==> config.mk <==
export PLATFORM = sky130hd
export DESIGN_NAME = pkt_demux_conf
export DESIGN_NICKNAME = d
export VERILOG_FILES = /design/src/rtl/pkt_demux_conf.sv
export SDC_FILE = /design/constraint.sdc
export NUM_CORES = 1
export LEC_CHECK = 0
export CELL_PAD_IN_SITES_DETAIL_PLACEMENT = 0
export CELL_PAD_IN_SITES_GLOBAL_PLACEMENT = 2
export CORE_MARGIN = 10
export CORE_UTILIZATION = 30
export CTS_BUF_LIST = sky130_fd_sc_hd__clkbuf_4 sky130_fd_sc_hd__clkbuf_8 sky130_fd_sc_hd__clkbuf_16
export DETAILED_ROUTE_END_ITERATION = 8
export GPL_TIMING_DRIVEN = 0
export PLACE_DENSITY = 0.79
export SETUP_SLACK_MARGIN = 0.2
export SLEW_MARGIN = 20
export SYNTH_ARGS = -nofsm -noshare
export SYNTH_HDL_FRONTEND = slang
export SYNTH_SLANG_ARGS = --single-unit
==> constraint.sdc <==
create_clock -name clk -period 3.5 [get_ports clk]
set_input_delay 0.525 -clock clk [delete_from_list [all_inputs] [get_ports clk]]
set_output_delay 0.525 -clock clk [all_outputs]
set_load 0.01 [all_outputs]
==> src/rtl/pkt_demux_conf.sv <==
// pkt_demux_conf: ingress classifier in front of the configuration engine.
// Steers each 134-bit packet to the conf port (head byte [31:24] matches
// CONF_ETYPE_HI) or to the CPU port, one registered cycle later, and closes
// or drops malformed framing so no downstream packet is left open.
//
// Ports:
//   clk, resetn                 clock, async active-low reset
//   data_in_valid, data_in      ingress beat {tag[1:0], bv[3:0], payload[127:0]}
//   conf_data_valid, conf_data  conf engine port
//   cpu_data_valid, cpu_data    CPU/LwIP port
//   frame_err                   one-cycle pulse per framing error
//   conf_pkt_cnt, cpu_pkt_cnt,  saturating statistics counters
//   err_cnt                     (only when PKT_CNT_EN is defined)
//
// Optional feature macro: PKT_CNT_EN
module pkt_demux_conf #(
  parameter logic [7:0]  CONF_ETYPE_HI = 8'h90,
  parameter int unsigned CNT_W         = 16
) (
  input  logic           clk,
  input  logic           resetn,
  input  logic           data_in_valid,
  input  logic [133:0]   data_in,
  output logic           conf_data_valid,
  output logic [133:0]   conf_data,
  output logic           cpu_data_valid,
  output logic [133:0]   cpu_data,
`ifdef PKT_CNT_EN
  output logic [CNT_W-1:0] conf_pkt_cnt,
  output logic [CNT_W-1:0] cpu_pkt_cnt,
  output logic [CNT_W-1:0] err_cnt,
`endif
  output logic           frame_err
);

  localparam logic [1:0] TAG_MID  = 2'b00;
  localparam logic [1:0] TAG_HEAD = 2'b01;
  localparam logic [1:0] TAG_TAIL = 2'b10;

  typedef enum logic [1:0] {IDLE, FWD_CONF, FWD_CPU, DROP} state_t;

  state_t         r_state;
  state_t         w_state_nxt;
  logic           r_conf_v, r_cpu_v, r_frame_err;
  logic [133:0]   r_conf_data, r_cpu_data;
  logic           w_conf_v, w_cpu_v, w_err;
  logic [133:0]   w_conf_d, w_cpu_d;
  logic [1:0]     w_tag;
  logic           w_is_conf;

  // A zero-width counter is meaningless even when counters are compiled out.
  if (CNT_W == 0) begin : g_bad_cnt_w
    $error("CNT_W must be nonzero");
  end

  assign w_tag     = data_in[133:132];
  assign w_is_conf = (data_in[31:24] == CONF_ETYPE_HI);

  // State register and output pipeline registers.
  always_ff @(posedge clk or negedge resetn) begin
    if (!resetn) begin
      r_state     <= IDLE;
      r_conf_v    <= 1'b0;
      r_cpu_v     <= 1'b0;
      r_conf_data <= '0;
      r_cpu_data  <= '0;
      r_frame_err <= 1'b0;
    end else begin
      r_state     <= w_state_nxt;
      r_conf_v    <= w_conf_v;
      r_cpu_v     <= w_cpu_v;
      r_conf_data <= w_conf_d;
      r_cpu_data  <= w_cpu_d;
      r_frame_err <= w_err;
    end
  end

  // Next state and next output values. Data registers hold by default;
  // a forced tail replays the held register with its tag rewritten.
  always_comb begin
    w_state_nxt = r_state;
    w_conf_v    = 1'b0;
    w_cpu_v     = 1'b0;
    w_conf_d    = r_conf_data;
    w_cpu_d     = r_cpu_data;
    w_err       = 1'b0;
    if (data_in_valid) begin
      unique case (r_state)
        IDLE: begin
          if (w_tag == TAG_HEAD) begin
            if (w_is_conf) begin
              w_conf_v    = 1'b1;
              w_conf_d    = data_in;
              w_state_nxt = FWD_CONF;
            end else begin
              w_cpu_v     = 1'b1;
              w_cpu_d     = data_in;
              w_state_nxt = FWD_CPU;
            end
          end else begin
            w_err = 1'b1;
          end
        end
        FWD_CONF: begin
          w_conf_v = 1'b1;
          if (w_tag == TAG_MID || w_tag == TAG_TAIL) begin
            w_conf_d = data_in;
            if (w_tag == TAG_TAIL) w_state_nxt = IDLE;
          end else begin
            w_conf_d    = {TAG_TAIL, r_conf_data[131:0]};
            w_err       = 1'b1;
            w_state_nxt = (w_tag == TAG_HEAD) ? DROP : IDLE;
          end
        end
        FWD_CPU: begin
          w_cpu_v = 1'b1;
          if (w_tag == TAG_MID || w_tag == TAG_TAIL) begin
            w_cpu_d = data_in;
            if (w_tag == TAG_TAIL) w_state_nxt = IDLE;
          end else begin
            w_cpu_d     = {TAG_TAIL, r_cpu_data[131:0]};
            w_err       = 1'b1;
            w_state_nxt = (w_tag == TAG_HEAD) ? DROP : IDLE;
          end
        end
        DROP: begin
          if (w_tag == TAG_TAIL) begin
            w_state_nxt = IDLE;
          end else if (w_tag != TAG_MID) begin
            w_err = 1'b1;
            if (w_tag != TAG_HEAD) w_state_nxt = IDLE;
          end
        end
        default: w_state_nxt = IDLE;
      endcase
    end
  end

  assign conf_data_valid = r_conf_v;
  assign conf_data       = r_conf_data;
  assign cpu_data_valid  = r_cpu_v;
  assign cpu_data        = r_cpu_data;
  assign frame_err       = r_frame_err;

`ifdef PKT_CNT_EN
  logic [CNT_W-1:0] r_conf_cnt, r_cpu_cnt, r_err_cnt;
  logic             w_conf_head, w_cpu_head;

  assign w_conf_head = data_in_valid && (r_state == IDLE) && (w_tag == TAG_HEAD) && w_is_conf;
  assign w_cpu_head  = data_in_valid && (r_state == IDLE) && (w_tag == TAG_HEAD) && !w_is_conf;

  // Saturating statistics counters.
  always_ff @(posedge clk or negedge resetn) begin
    if (!resetn) begin
      r_conf_cnt <= '0;
      r_cpu_cnt  <= '0;
      r_err_cnt  <= '0;
    end else begin
      if (w_conf_head && r_conf_cnt != '1) r_conf_cnt <= r_conf_cnt + CNT_W'(1);
      if (w_cpu_head  && r_cpu_cnt  != '1) r_cpu_cnt  <= r_cpu_cnt  + CNT_W'(1);
      if (w_err       && r_err_cnt  != '1) r_err_cnt  <= r_err_cnt  + CNT_W'(1);
    end
  end

  assign conf_pkt_cnt = r_conf_cnt;
  assign cpu_pkt_cnt  = r_cpu_cnt;
  assign err_cnt      = r_err_cnt;
`endif

endmodule

* Yosys cells after proc, flatten, opt, wreduce, memory -nomap -nowiden
Cells that the tools add are included.
** Operators by class
- Equal/unequal tests :: 15
- Muxes and demuxes :: 30
- Reduce and logical (&&, ||, !) cells :: 12
** Operators by type and width (count)
- 134-bit 2-to-1 mux :: 5
- 134-bit one-hot mux with 2 select lines :: 2
- 2-bit 2-to-1 mux :: 8
- 5-bit AND reduction :: 3
- 1-bit 2-to-1 mux :: 11
- 2-bit inequality test (second input constant) :: 5
- 3-bit inequality test (second input constant) :: 3
- 8-bit == test (second input constant) :: 1
- 4-bit AND reduction :: 2
- 2-bit == test (second input constant) :: 3
- 2-bit one-hot mux with 3 select lines :: 1
- 2-bit nonzero test :: 3
- 2-bit by 1-bit == test with 1-bit output (second input constant) :: 2
- 2-bit logical NOT :: 2
- 1-bit one-hot mux with 2 select lines :: 2
- 1-bit one-hot mux with 3 select lines :: 1
- 2-bit by 1-bit inequality test with 1-bit output (second input constant) :: 1
- 2-bit OR reduction :: 1
- 1-bit logical OR :: 1
** Word-level totals
- Register bits :: 273
- Input port bits :: 137
- Output and inout port bits :: 271

* Longest topological paths before layout
Gate-level depths: netlist of the first run.
- Depth in word-level cells :: 5
- Gate-level depth with buffers :: 10
- Mapped depth without buffers :: 6

* Least setup slack after synthesis of the first run
OpenSTA, ideal clock, no wires.
- Path type :: input to register
- Start :: input port data_in[27]
- End :: register r_cpu_data[100] (netlist: cpu_data[100])
- Data arrival time :: 2.331 ns
- Required time :: 3.373 ns
- Path slack :: 1.041 ns
- Stages on the path :: 7
- Cell sequence :: or4_1 -> or3_1 -> buf_2 -> o2111ai_4 -> buf_6 -> buf_6 -> mux2_1
** On the way
- Longest elaborated chain between the ends :: 3
** Ends and longest elaborated chain
- start, declared :: line 23 : input logic [133:0] data_in,
- 8-bit == test :: line 57 : assign w_is_conf = (data_in[31:24] == CONF_ETYPE_HI);
- 2-bit inequality test (no source line)
- 5-bit AND reduction (no source line)
- end signal, assigned :: line 73 : r_cpu_data <= w_cpu_d;
- end, declared :: line 45 : logic [133:0] r_conf_data, r_cpu_data;
No other way between the ends.
A chain may end at the register's enable or synchronous reset.

* Final worst setup path of the first run
- Start :: input port data_in[28]
- End :: register r_conf_data[20] (netlist: conf_data[20])
** On the way
- Longest elaborated chain between the ends :: 3
** Ends and longest elaborated chain
- 8-bit == test :: line 57
- 2-bit inequality test (no source line)
- 5-bit AND reduction (no source line)
- end signal, assigned :: line 72 : r_conf_data <= w_conf_d;
- end, declared :: line 45
No other way between the ends.

==> impl_metrics.yaml, run 1 <==
status:
  status: "completed"
grt:
  antenna_found_initial: 0
  grt_pass1_vias: 7410
  track_usage_pct: 14.7
  overflow: 0
  grt_pass1_wl_um: 47700
  grt_max_degree: 89
yosys:
  syn_area_um2: 10300
  synth.yosys.seq_area_share_pct: 66.1
  synth_cell_types: 31
  synth_cells: 610
  synth_most_common_cell: "dfrtp_1"
  ys_seq_elements: 273
  ys.flop_type: "dfrtp_1"
  yosysWarnings: 0
  synthTopCellsByArea: "dfrtp_1 66%, mux2_2 22%, mux2_1 7.5%"
  synth_area_per_cell_um2: 16.9
  synth_top_area_share_pct: 66.1
  synth_async_sr_flop_share_pct: 100
  syn-num-nets: 751
  synth_edf_count: 0
  synth_area_leader_cell: "dfrtp_1"
  synthTopCellsByCount: "273 x dfrtp_1, 198 x mux2_2, 69 x mux2_1, 9 x buf_2, 8 x buf_6"
worst_setup_path:
  r2r_slack_ps: 610
  worst_ep_required_time_ps: 3880
  crit_arrival_ps: 3420
  cp_max_fo: 10
  cp-start-kind: "primary input"
  worstSetupPathType: "primary input to flip-flop"
  max_stage_delay_ps: 590
  r2r_end: "conf_data[20]"
  cpMaxStageDelayCell: "or4bb_1"
  r2r_cells: 8
  critPathCaptureType: "flip-flop"
  cp_cell_sequence: "clkdlybuf4s50_1 -> or4bb_1 -> o21ai_1 -> nand3_1 -> buf_2 -> buf_2 -> mux2_2"
  critPathMostFrequentCell: "buf_2"
  reg2reg_from: "r_state[0]"
cts:
  cts_buffer_depth: 3
  cts-htree-levels: 2
  clk_latency_ps: 500
  clkTransAtPathRegs_ps: 60
  cts-root-buf: "clkbuf_16"
  cts_tree: "done"
  cts_buffers: 34
  cts.sinks: 273
  post_cts_buffers: 0
place:
  hpwl_um: 24600
  place_ws_ps: -129
  gp_congestion: 0.757
  place.port_buffers: 407
  dp.cells: 1468
timing:
  period_share_pct: 86.7
  drv_slew: 0
  worst_pin_slew_ps: 672
  rsz0062_at_grt: "false"
  relSlewSlack_pct: 55.2
  finalSetupViolCount: 0
  period_needed_ps: 3030
  fin_skew_ps: 11.1
  finalHoldViolations: 0
  fmax_mhz: 330
  timing.final.ws_setup_ps: 465
min_path:
  min_to: "cpu_data[129]"
  hold_depth: 1
  holdCritPathClass: "flip-flop to flip-flop"
  min_from: "cpu_data[129]"
cells_and_area:
  nNetsFinal: 1198
  instances_no_fill: 1530
  fin_util_pct: 48.3
  layout-drive-gt1-share_pct: 26.6
  diodes: 0
  fillers: 2983
  areaGrowthSynthToFinish_pct: 58.0
die:
  num_rows: 67
  die_area_um2: 42300
  io_pins: 408
  dieHeight_um: 206
  start_util_pct: 30.6
  core_um2: 33800
  die_width_um: 206
power_and_ir_drop:
  ir_drop_v: 0.000543
  p_per_area_nw_per_um2: 1030
  power_leakage_nw: 6.87
detailed_routing:
  drt-total-wl_um: 32200
  drtIter0Drc: 197
  vias: 6736
  wl_per_cell_um: 21.0
  drc: 0
  avgViaCountPerCell: 4.40
  ant_nets: 0
  dr.pass1.iters: 4
job:
  drv_cap: 0
==> worst max-delay path by stage <==
| stage | from | to | slack [ps] |
|---|---|---|---|
| after floorplan | data_in[27] | cpu_data[100] | 1040 |
| after global placement | resetn | conf_data[15] | -10410 |
| after detailed placement | data_in[28] | conf_data[20] | -130 |
| after CTS | data_in[28] | conf_data[20] | 410 |
| after global routing | r_state[0] | conf_data[60] | 290 |
| final | data_in[28] | conf_data[20] | 470 |
==> metal layers <==
layer | vias to the layer above | wire, um | global-route usage (%)
met4 | 0 | 672 | 4.28
met3 | 43 | 2730 | 5.22
met1 | 3414 | 12100 | 16.3
met5 | - | 0 | 0
met2 | 203 | 16600 | 26.0
li1 | 3076 | - | -
==> registers in the layout, summed over array words and instances (netlist names) <==
| register | cells |
|---|---|
| conf_data_valid | 1 |
| r_state | 2 |
| frame_err | 1 |
| cpu_data_valid | 1 |
| conf_data | 134 |
| cpu_data | 134 |
==> kinds of logic after synthesis <==
kind of cell / share of synthesized area, %
AND/OR/NAND/NOR: 0.908
AO/OA/AOI/OAI: 1.20
adder cells (fa/ha/maj): 0.484
flip-flops: 66.1
buffers and inverters: 2.14
multiplexers: 29.2
==> power by group <==
part / leakage (nW) / internal (mW) / switching (mW)
Clock: 0.619 / 2.49 / 1.34
Combinational: 3.01 / 4.46 / 2.97
Sequential: 3.24 / 4.78 / 0.764
Total: 6.87 / 11.7 / 5.07
==> worst max-delay path, delay by kind of cell <==
kind	cells	cell delay (ps)
buf+inv	3	1200
simple gates	2	1020
compound gates	1	360
mux	1	300
==> cell type report <==
class                           instances  area, um2  share of cell area, %
Clock buffer                           49       1070                   6.53
Clock inverter                         12        193                   1.18
Multi-Input combinational cell        303       3280                   20.1
Timing Repair Buffer                  411       4170                   25.5
Buffer                                 30        206                   1.26
Inverter                                4       15.0                 0.0920
Sequential cell                       273       6830                   41.8
Tap cell                              448        561                   3.43
==> timing repair <==
item / in CTS / in global routing
gates resized for setup: 0 / 0
endpoints found under the hold margin: 50 / 0
hold buffers: 1 / 0
==> cell usage in the layout, fill, tap and decap left out, types with 5 or more instances in the layout <==
master	count
bufinv_16	5
clkbuf_16	37
dfrtp_1	273
buf_2	9
buf_6	8
buf_4	6
clkbuf_8	8
nand2_1	6
mux2_1	69
clkbuf_1	7
clkdlybuf4s50_1	406
mux2_2	198
==> metrics by stage <==
step / TNS [ps] / cell area (um2) / total power [mW] / hold WS (ps)
floorplan: 0 / 10300 / 8.71 / 229
global route: 0 / 16300 / 17.8 / 497
global placement: -2834970 / 15000 / 13.1 / 472
CTS: 0 / 16300 / 17.2 / 492
finish: 0 / 16300 / 16.8 / 486
detailed placement: -7520 / 15100 / 13.2 / 458
Note: power is estimated with default switching activity, not from simulation.
==> inputs of run 2 (changes only) <==
--- a/config.mk
+++ b/config.mk
@@ -8,11 +8,11 @@
 export CELL_PAD_IN_SITES_DETAIL_PLACEMENT = 0
 export CELL_PAD_IN_SITES_GLOBAL_PLACEMENT = 2
 export CORE_MARGIN = 10
-export CORE_UTILIZATION = 30
+export CORE_UTILIZATION = 31
 export CTS_BUF_LIST = sky130_fd_sc_hd__clkbuf_4 sky130_fd_sc_hd__clkbuf_8 sky130_fd_sc_hd__clkbuf_16
 export DETAILED_ROUTE_END_ITERATION = 8
 export GPL_TIMING_DRIVEN = 0
-export PLACE_DENSITY = 0.79
+export PLACE_DENSITY = 0.81
 export SETUP_SLACK_MARGIN = 0.2
 export SLEW_MARGIN = 20
 export SYNTH_ARGS = -nofsm -noshare
==> constraint.sdc (replaced) <==
create_clock -name clk -period 3.7 [get_ports clk]
set_input_delay 0.555 -clock clk [delete_from_list [all_inputs] [get_ports clk]]
set_output_delay 0.555 -clock clk [all_outputs]
set_load 0.01 [all_outputs]
==> run 2 against run 1 <==
- first-iteration DRC count grew 9.1%
- register-to-register slack gained 80 ps
- sequential share of layout area grew 0.57 points
- global-route usage grew 0.36 points
- critical path depth is the same
- combinational power shrank 5.4%
- largest power group unchanged
- count of clock-buffer cells in the layout shrank 2
- clock power shrank 19%
- core utilization grew 0.93 points
- critical endpoint is now conf_data[23]
- worst setup slack gained 180 ps
==> impl_metrics.yaml, run 2 (synthesis results as in run 1) <==
worst_setup_path:
  cpMaxStageDelayCell: "or4bb_1"
  worstSetupPathType: "primary input to flip-flop"
  cp_cell_sequence: "clkdlybuf4s50_1 -> or4bb_1 -> o21ai_1 -> nand3_1 -> buf_2 -> buf_2 -> mux2_2"
  max_stage_delay_ps: 570
  worst_ep_required_time_ps: 4120
  crit_arrival_ps: 3480
  cp-start-kind: "primary input"
  cp_max_fo: 10
  critPathMostFrequentCell: "buf_2"
  path_buf_inv: 3
  critPathCaptureType: "flip-flop"
  crit_family: "buffers and inverters"
cts:
  clk_latency_ps: 550
  post_cts_buffers: 0
  cts-htree-levels: 1
  cts_buffer_depth: 3
  cts_tree: "done"
  cts-root-buf: "clkbuf_16"
  cts.sinks: 273
  clkTransAtPathRegs_ps: 60
  cts_buffers: 30
die:
  io_pins: 408
  core_um2: 32700
  die_area_um2: 41100
  start_util_pct: 31.6
  die_width_um: 203
  num_rows: 66
  dieHeight_um: 203
timing:
  period_share_pct: 82.7
  drv_slew: 0
  finalHoldViolations: 0
  worst_pin_slew_ps: 668
  relSlewSlack_pct: 55.4
  period_needed_ps: 3060
  rsz0062_at_grt: "false"
  fmax_mhz: 327
  finalSetupViolCount: 0
  fin_skew_ps: 11.0
  hold_ws_ps: 462
power_and_ir_drop:
  ir_drop_v: 0.000560
  power_leakage_nw: 6.78
  p_per_area_nw_per_um2: 955
place:
  postPlaceCellArea_um2: 15100
  gp_congestion: 0.767
  dp.cells: 1462
  place.port_buffers: 407
  hpwl_um: 24500
grt:
  antenna_found_initial: 0
  track_usage_pct: 15.1
  grt_max_degree: 93
  grt_pass1_vias: 7216
  grt_pass1_wl_um: 48000
  overflow: 0
detailed_routing:
  avgViaCountPerCell: 4.43
  vias: 6726
  wl_per_cell_um: 21.1
  drtIter0Drc: 215
  drc: 0
  drt-total-wl_um: 32000
  ant_nets: 0
  dr.pass1.iters: 4
cells_and_area:
  fin_util_pct: 49.3
  diodes: 0
  layout-drive-gt1-share_pct: 26.3
  layout_common_cells: "406 x clkdlybuf4s50_1, 273 x dfrtp_1, 198 x mux2_2"
  nNetsFinal: 1194
  stdcell_area_um2: 16100
  instances_no_fill: 1519
  areaGrowthSynthToFinish_pct: 55.8
  fillers: 2956
  final_common_cell: "clkdlybuf4s50_1"
status:
  status: "completed"
min_path:
  holdCritPathClass: "primary input to async pin"
job:
  drv_cap: 0
[run 2: cell count changes in the layout (fill, tap and decap cells not counted), sizes merged]
cell      change
bufinv        -2
clkbuf        -2
clkinv        +2
clkinvlp      -3
[run 2: area by class of cell]
type                       instances  area (um2)  area share (%)
multi-input combinational        303        3280            20.4
tap                              442         553            3.43
buffer                            30         206            1.28
sequential                       273        6830            42.4
clock buffer                      47         927            5.76
inverter                           4        15.0          0.0932
clock inverter                     9         120           0.746
timing repair buffer             411        4170            25.9
[run 2: metrics by stage]
step	power, mW	setup slack, ps	TNS [ps]
floorplan	8.24	1210	0
global placement	12.4	-10150	-2762390
detailed placement	12.5	-18.1	-385
CTS	15.7	557	0
global route	16.3	401	0
finish	15.4	641	0
[run 2: final timing paths]
check                             start             end  slack, ps  depth (start not counted)
max                         data_in[28]   conf_data[23]        640                          7
min                              resetn  conf_data[113]        460                          2
max reg2reg                  r_state[0]   conf_data[23]        690                          8
min reg2reg                cpu_data[73]    cpu_data[73]        490                          1
max in group asynchronous        resetn    cpu_data[30]       2110                          4
min in group clk           cpu_data[73]    cpu_data[73]        490                          1
[run 2: timing repair]
| item | CTS | global route |
|---|---|---|
| resized for setup | 0 | 0 |
| hold buffers | 1 | 0 |
| endpoints found under the hold margin | 31 | 0 |
[run 2: per-layer routing]
| layer | share of wire [%] | up-vias | track usage, % |
|---|---|---|---|
| met4 | 2.1 | 0 | 3.44 |
| li1 | - | 3067 | - |
| met1 | 39 | 3419 | 17.3 |
| met5 | 0 | - | 0 |
| met2 | 51 | 205 | 26.2 |
| met3 | 8.1 | 35 | 5.65 |
[run 2: report_power, final]
| part | internal [mW] | leakage, nW | switching, mW | total, mW |
|---|---|---|---|---|
| sequential | 4.52 | 3.24 | 0.725 | 5.25 |
| clock | 1.92 | 0.534 | 1.18 | 3.10 |
| combinational | 4.22 | 3.01 | 2.82 | 7.03 |
